### src/rtl/audio_gen_pkg.sv
// Shared types for the test-signal generator audio path.
// Holds the crossfade source-selector state encoding.
package audio_gen_pkg;

   typedef enum logic {
      IDLE = 1'b0,
      FADE = 1'b1
   } xfade_state_t;

endpackage : audio_gen_pkg

### src/rtl/xfade_blend.sv
// Linear crossfade between two signed samples.
// Computes (a*(2^RAMP_SHIFT - cnt) + b*cnt) >>> RAMP_SHIFT, rounding toward -inf.
module xfade_blend #(
   parameter int WIDTH      = 16,
   parameter int RAMP_SHIFT = 6
) (
   input  logic signed [WIDTH-1:0]      a,
   input  logic signed [WIDTH-1:0]      b,
   input  logic        [RAMP_SHIFT-1:0] cnt,
   output logic signed [WIDTH-1:0]      y
);

   localparam int P = WIDTH + RAMP_SHIFT + 1;

   logic        [RAMP_SHIFT:0] wa_s;
   logic signed [P-1:0]        a_ext_s;
   logic signed [P-1:0]        b_ext_s;
   logic signed [P-1:0]        wa_ext_s;
   logic signed [P-1:0]        wb_ext_s;
   logic signed [P-1:0]        sum_s;

   // Weights are non-negative, so they are zero-extended into the signed product width.
   assign wa_s     = {1'b1, {RAMP_SHIFT{1'b0}}} - {1'b0, cnt};
   assign a_ext_s  = {{(RAMP_SHIFT + 1){a[WIDTH-1]}}, a};
   assign b_ext_s  = {{(RAMP_SHIFT + 1){b[WIDTH-1]}}, b};
   assign wa_ext_s = {{WIDTH{1'b0}}, wa_s};
   assign wb_ext_s = {{(WIDTH + 1){1'b0}}, cnt};

   // Convex combination: the shifted sum always fits back into WIDTH bits.
   assign sum_s = (a_ext_s * wa_ext_s) + (b_ext_s * wb_ext_s);
   assign y     = WIDTH'(sum_s >>> RAMP_SHIFT);

endmodule : xfade_blend

### src/rtl/xfade_source_mux.sv
// N-channel source selector for the test-signal generator; a source change is
// applied as a linear crossfade over 2^RAMP_SHIFT sample strobes.
module xfade_source_mux
   import audio_gen_pkg::*;
#(
   parameter  int N_CH       = 5,
   parameter  int WIDTH      = 16,
   parameter  int RAMP_SHIFT = 6,
   localparam int SEL_W      = $clog2(N_CH)
) (
   input  logic                     clk,
   input  logic                     rst,
   input  logic                     sample_en,
   input  logic [SEL_W-1:0]         sel,
   input  logic [N_CH*WIDTH-1:0]    d,
   output logic signed [WIDTH-1:0]  y,
   output logic                     y_valid,
   output logic                     busy
);

   localparam logic [RAMP_SHIFT-1:0] CNT_LAST = {RAMP_SHIFT{1'b1}};
   localparam logic [SEL_W:0]        N_CH_L   = (SEL_W + 1)'(N_CH);

   xfade_state_t             state_r;
   logic [SEL_W-1:0]         cur_sel_r;
   logic [SEL_W-1:0]         nxt_sel_r;
   logic [RAMP_SHIFT-1:0]    cnt_r;
   logic signed [WIDTH-1:0]  y_r;
   logic                     y_valid_r;
   logic                     busy_r;

   logic signed [WIDTH-1:0]  a_s;
   logic signed [WIDTH-1:0]  b_s;
   logic signed [WIDTH-1:0]  blend_s;
   logic                     sel_ok_s;

   function automatic logic signed [WIDTH-1:0] pick_ch(
      input logic [N_CH*WIDTH-1:0] bus,
      input logic [SEL_W-1:0]      idx
   );
      logic signed [WIDTH-1:0] r;
      r = {WIDTH{1'b0}};
      for (int k = 0; k < N_CH; k++) begin
         if (idx == SEL_W'(k)) r = bus[k*WIDTH +: WIDTH];
      end
      return r;
   endfunction

   // Live channel extraction: both fade endpoints track their inputs every sample.
   assign a_s = pick_ch(d, cur_sel_r);
   assign b_s = pick_ch(d, nxt_sel_r);

   // Out-of-range and unchanged requests never start a fade.
   assign sel_ok_s = ({1'b0, sel} < N_CH_L) && (sel != cur_sel_r);

   xfade_blend #(
      .WIDTH      (WIDTH),
      .RAMP_SHIFT (RAMP_SHIFT)
   ) u_blend (
      .a   (a_s),
      .b   (b_s),
      .cnt (cnt_r),
      .y   (blend_s)
   );

   // Selector FSM, fade counter and output registers; all advance only on sample strobes.
   always_ff @(posedge clk or posedge rst) begin
      if (rst) begin
         state_r   <= IDLE;
         cur_sel_r <= {SEL_W{1'b0}};
         nxt_sel_r <= {SEL_W{1'b0}};
         cnt_r     <= {RAMP_SHIFT{1'b0}};
         y_r       <= {WIDTH{1'b0}};
         y_valid_r <= 1'b0;
         busy_r    <= 1'b0;
      end else begin
         y_valid_r <= sample_en;
         if (sample_en) begin
            case (state_r)
               IDLE: begin
                  y_r <= a_s;
                  if (sel_ok_s) begin
                     nxt_sel_r <= sel;
                     cnt_r     <= {RAMP_SHIFT{1'b0}};
                     state_r   <= FADE;
                     busy_r    <= 1'b1;
                  end
               end
               FADE: begin
                  y_r <= blend_s;
                  if (cnt_r == CNT_LAST) begin
                     cur_sel_r <= nxt_sel_r;
                     cnt_r     <= {RAMP_SHIFT{1'b0}};
                     state_r   <= IDLE;
                     busy_r    <= 1'b0;
                  end else begin
                     cnt_r <= cnt_r + {{(RAMP_SHIFT - 1){1'b0}}, 1'b1};
                  end
               end
               default: begin
                  state_r <= IDLE;
                  cnt_r   <= {RAMP_SHIFT{1'b0}};
                  busy_r  <= 1'b0;
               end
            endcase
         end
      end
   end

   assign y       = y_r;
   assign y_valid = y_valid_r;
   assign busy    = busy_r;

endmodule : xfade_source_mux
### config.mk
export PLATFORM = sky130hd
export DESIGN_NAME = xfade_source_mux
export DESIGN_NICKNAME = d
export VERILOG_FILES = /design/src/rtl/audio_gen_pkg.sv /design/src/rtl/xfade_blend.sv /design/src/rtl/xfade_source_mux.sv
export SDC_FILE = /design/constraint.sdc
export NUM_CORES = 1
export LEC_CHECK = 0
export BUFFER_PORTS_ARGS = -buffer_cell sky130_fd_sc_hd__buf_4
export CAP_MARGIN = 20
export CORE_ASPECT_RATIO = 1.1
export CORE_MARGIN = 2
export CORE_UTILIZATION = 25
export CTS_BUF_LIST = sky130_fd_sc_hd__clkbuf_4 sky130_fd_sc_hd__clkbuf_8
export DETAILED_ROUTE_END_ITERATION = 10
export GPL_ROUTABILITY_DRIVEN = 0
export PLACE_DENSITY_LB_ADDON = 0.3
export SYNTH_ARGS = -nofsm -noshare
export SYNTH_HDL_FRONTEND = slang
export SYNTH_SLANG_ARGS = --single-unit
### constraint.sdc
create_clock -name clk -period 7.1 [get_ports clk]
set_clock_uncertainty 0.15 [all_clocks]
set_input_delay 0.71 -clock clk [delete_from_list [all_inputs] [get_ports clk]]
set_output_delay 0.71 -clock clk [all_outputs]
set_load 0.02 [all_outputs]
==> results of run 1 <==
## metrics by stage
step | cells | setup slack, ns | TNS, ns
after detailed placement | 1663 | -0.293 | -0.921
after floorplan | 1010 | 0.0113 | 0
after global placement | 1663 | -0.239 | -0.660
after CTS | 1671 | 0.0474 | 0
final | 1682 | 0.263 | 0
after global routing | 1681 | -0.0114 | -0.0114
## per-layer routing
layer	track usage, %	part of all wire, %	routed length, um
met5	0	0	0
met2	25.9	51	14200
met4	4.60	3.6	996
met1	18.8	42	11600
met3	1.77	3.8	1060
## synth_stat cells (all sizes together) (9+ instances only)
| cell | instances |
|---|---|
| inv | 194 |
| fa | 179 |
| nor2 | 150 |
| ha | 70 |
| nand2 | 45 |
| dfrtp | 31 |
| nor2b | 31 |
| mux4 | 28 |
| clkbuf | 27 |
| a21oi | 26 |
| nand2b | 25 |
| xnor2 | 24 |
| a22oi | 21 |
| and2 | 20 |
| o21ai | 14 |
| xor2 | 11 |
| buf | 10 |
| a21o | 9 |
## critical path, cell delays in order (launching register included)
cell and delay [ns]:
dfrtp_1 0.40, buf_12 0.16, buf_4 0.15, mux4_2 0.32
a22oi_1 0.07, buf_4 0.17, or2_2 0.31, fa_1 0.56
fa_1 0.45, fa_1 0.51, inv_1 0.05, fa_1 0.53
inv_1 0.05, fa_1 0.47, inv_1 0.05, fa_1 0.53
ha_4 0.21, a21o_1 0.15, a21o_1 0.22, o21ai_1 0.15
buf_4 0.15, a31oi_4 0.13, or4b_1 0.50, o311ai_1 0.11
o221a_2 0.22
## registers in the layout, summed over array words and instances (netlist names)
register / cells
busy: 1
state_r: 1
y: 16
y_valid: 1
nxt_sel_r: 3
cnt_r: 6
cur_sel_r: 3
## cells by family after synthesis
group	count (synthesis)	share of synthesized area [%]
AND/OR/NAND/NOR	310	15.4
adder cells (fa/ha/maj)	249	47.0
buffers and inverters	233	9.38
AO/OA/AOI/OAI	110	8.23
multiplexers	42	8.48
XOR/XNOR	35	3.31
flip-flops	31	8.18
## area by class of cell
class	count	area, sq um
clock inverters	3	25.0
fillers	3956	25600
inverters	196	736
clock buffers	5	68.8
diodes	1	2.50
flip-flops and latches	31	777
well taps	494	618
repair buffers	206	1610
multi-input cells	746	7920
## path summary, 6_finish.rpt
check	cells past startpoint	to	slack (ns)
worst max register to register	24	y[9]$_DFFE_PP0P_	0.26
worst min-delay path	1	busy$_DFFE_PP0P_	0.34
max in group asynchronous	3	y[4]$_DFFE_PP0P_	6.11
worst min register to register	1	busy$_DFFE_PP0P_	0.34
min in group asynchronous	3	nxt_sel_r[1]$_DFFE_PP0P_	0.35
worst max-delay path	24	y[9]$_DFFE_PP0P_	0.26
## what timing repair did
action                                 4_1_cts  5_1_grt
pin swaps                                    0        3
resized for setup                            1       23
cloned                                       0        0
endpoints found under the hold margin        0        0
setup endpoints to repair                    2       10
setup buffers                                0       10
==> impl_metrics.ini, run 1 <==
[drt]
drc = 0
routedWlPerCell_um = 16.5
vias = 7758
drt-total-wl_um = 27800
viasPerCell = 4.61
ant_nets = 0
firstDrtPassIters = 4
first_iter_violations = 389

[worst_setup_path]
crit_type = register to register
cp-startpoint = cur_sel_r[0]$_DFFE_PP0P_
crit_path_end_kind = register
arrival_ns = 6.92
crit_path_max_fanout = 13
cp-start-kind = register
crit_required_ns = 7.19
regToRegStartpoint = cur_sel_r[0]$_DFFE_PP0P_

[synth]
synth_cell_types = 60
synth.cell_area_sq_mm = 0.00949
yosysSeqAreaShare_pct = 8.18
synth_edf_count = 0
yosys.area.top_type = fa_1
yosys_warnings = 0
syn_nets = 1345
async_flop_share_pct = 100
avgSynthCellArea_sq_um = 9.39
synthFlopType = dfrtp_1
syn_inst = 1010
synth_top_area_share_pct = 37.8
synth.top_cells.by_area = fa_1 (38%), ha_1 (9.2%), dfrtp_1 (8.2%), inv_1 (7.7%), nor2_1 (5.9%)
ys_ff_latch = 31

[cts]
numCtsBuffers = 5
cts-root-buf = clkbuf_8
path_clk_slew_ns = 0.08
cts_buffer_depth = 2
hold_buffers = 0
clkLatencyLatePin_ns = 0.30
cts_tree = yes
htreeDepth = 2
clock_sinks = 31

[layout]
postLayoutCoreUtil_pct = 31.5
final_cell_mix = buf_4 (201), inv_1 (194), fa_1 (179)
syn2layout_area_growth_pct = 23.9
design_area_sq_mm = 0.0118
mostFrequentLayoutCell = buf_4
num-nets-final = 1521
drive_gt1_share_pct = 23.2

[job]
maxCapViolCount = 0

[sta]
hold_viol_final = 0
whs_ns = 0.342
timing.final.setup_violations = 0
finalMaxSlewViolations = 0
worstMarginPinSlew_ns = 0.974
max_freq_mhz = 146
period_share_pct = 96.3
relSlewSlack_pct = 35.0
post-route-min-period_ns = 6.84

[status]
outcome = completed

[grt]
grt_overflow = 0
grt_max_degree = 33
grt_pass1_wl_um = 45900
grt_pass1_vias = 8508
antenna_found_initial = 0
grt_usage_pct = 14.7

[die]
row_count = 74
start_util_pct = 25.4
die_area_sq_mm = 0.0395
die_h_um = 208
ios = 104
core-area_sq_mm = 0.0373
die_w_um = 190

[min_path]
holdCritPathClass = register to register
hold_path.startpoint = busy$_DFFE_PP0P_

[placement]
post-dp-hpwl_um = 23700
port_buffers = 103
postPlaceCellArea_sq_mm = 0.0115
Power of run 1 is not shown: default switching activity piles up to over one toggle a cycle in this logic, so the estimate is an artifact.
==> run 2, diff against run 1 <==
Settings changed: PLACE_DENSITY_LB_ADDON 0.3 to unset.
Clock period 7.1 ns to 6 ns, I/O delays scaled along.
==> impl_metrics.ini, run 2 (synthesized netlist as in run 1, its figures left out) <==
[status]
outcome = finished with violations
violations = negative setup slack

[worst_setup_path]
crit_type = register to register
crit_required_ns = 6.04
cp-start-kind = register
arrival_ns = 6.70
crit_path_end_kind = register
r2r_cells = 24
crit_path_max_fanout = 5

[sta]
timing.final.setup_violations = 15
finalMaxSlewViolations = 0
relSlewSlack_pct = 47.3
worstMarginPinSlew_ns = 0.784
period_share_pct = 111
fin_ws_ns = -0.661
rsz0062_at_grt = yes
max_freq_mhz = 150
setup_tns_ns = -7.22
hold_viol_final = 0
post-route-min-period_ns = 6.66

[drt]
viasPerCell = 4.51
vias = 8045
ant_nets = 0
first_iter_violations = 345
firstDrtPassIters = 7
drc = 0
drt-total-wl_um = 28200
routedWlPerCell_um = 15.8

[grt]
grt_pass1_vias = 9021
grt_overflow = 0
grt_pass1_wl_um = 46300
antenna_found_initial = 0
grt_max_degree = 33
grt_usage_pct = 14.8

[layout]
final_cell_mix = buf_4 (277), inv_1 (186), fa_1 (175)
largest_reg_flops = 16
regArea_sq_um = 777
nFillCells = 3778
num-nets-final = 1622
multi_input_area_sq_mm = 0.00833
drive_gt1_share_pct = 34.4
syn2layout_area_growth_pct = 38.0
mostFrequentLayoutCell = buf_4
antenna_cells = 0
design_area_sq_mm = 0.0131

[cts]
path_clk_slew_ns = 0.08
clock_sinks = 31
htreeDepth = 2
numCtsBuffers = 5
cts-root-buf = clkbuf_8
cts_tree = yes
clkLatencyLatePin_ns = 0.29
cts_buffer_depth = 2

[min_path]
holdCritPathClass = input port to asynchronous set/reset pin

[die]
ios = 104
row_count = 74
start_util_pct = 25.4
die_area_sq_mm = 0.0395
core-area_sq_mm = 0.0373
die_w_um = 190
die_h_um = 208

[job]
maxCapViolCount = 0

[placement]
port_buffers = 103
postPlaceCellArea_sq_mm = 0.0125
post-dp-hpwl_um = 24200
==> run 2: cell types whose count changed in the layout (fill, tap and decap cells not counted), moves of 6 or more <==
cell,previous run,this run
inv_2,0,8
a22oi_2,4,12
a21oi_1,26,19
inv_1,194,186
a22oi_1,17,9
ha_1,68,62
buf_4,201,277
buf_6,0,19
a21oi_2,0,7
==> run 2: area by class of cell <==
class,count,area share (%)
multi-input combinational,746,63.6
inverter,196,5.62
clock buffer,6,0.630
sequential,31,5.93
timing repair buffer,307,19.2
tap,494,4.72
clock inverter,2,0.267
==> run 2: routing by layer <==
layer	vias to the layer above	wire length [um]	track usage (%)
li1	3761	-	-
met1	4126	10500	16.8
met2	117	16300	29.5
met5	-	0	0
met4	0	871	4.68
met3	41	533	0.574
==> run 2: critical path: stages, from the launching register on <==
cell and delay [ns]:
dfrtp_2 0.45, buf_12 0.14, mux4_2 0.51, a22oi_2 0.17, buf_6 0.15, buf_6 0.09
nor2_2 0.04, fa_1 0.52, inv_1 0.05, fa_1 0.48, inv_1 0.05, fa_1 0.45
fa_1 0.48, fa_1 0.52, inv_2 0.04, fa_1 0.49, inv_2 0.05, ha_4 0.21
a21o_1 0.19, a211oi_2 0.17, or3b_4 0.45, and3_4 0.22, nor3_2 0.19, o221ai_1 0.15
o21a_1 0.13
==> run 2: metrics by stage <==
stage,setup slack [ns],std cells,hold WS [ns],util [%]
2_1_floorplan,-0.536,1010,0.319,-
3_3_place_gp,-0.897,1753,0.318,33.4
3_5_place_dp,-0.891,1753,0.321,33.4
4_1_cts,-0.647,1774,0.310,34.4
5_1_grt,-0.841,1782,0.338,35.1
6_report,-0.661,1782,0.281,35.1
==> run 2: path summary, 6_finish.rpt <==
check                                         startpoint                       end  slack (ns)
worst max-delay path            cur_sel_r[0]$_DFFE_PP0P_          y[7]$_DFFE_PP0P_       -0.66
worst min-delay path                                 rst         y_valid$_DFF_PP0_        0.28
worst max register to register  cur_sel_r[0]$_DFFE_PP0P_          y[7]$_DFFE_PP0P_       -0.66
worst min register to register          busy$_DFFE_PP0P_          busy$_DFFE_PP0P_        0.33
max in group asynchronous                            rst  cur_sel_r[0]$_DFFE_PP0P_        5.06
min in group clk                        busy$_DFFE_PP0P_          busy$_DFFE_PP0P_        0.33
==> run 2: timing repair <==
item                                   in CTS  in global routing
resized for setup                          42                 45
endpoints found under the hold margin       0                  0
pin swaps                                  25                 27
cloned                                      1                  0
hold buffers                                0                  0
setup endpoints to repair                  15                 16
buffers inserted                           12                 10
Power of run 2 is left out for the same reason.
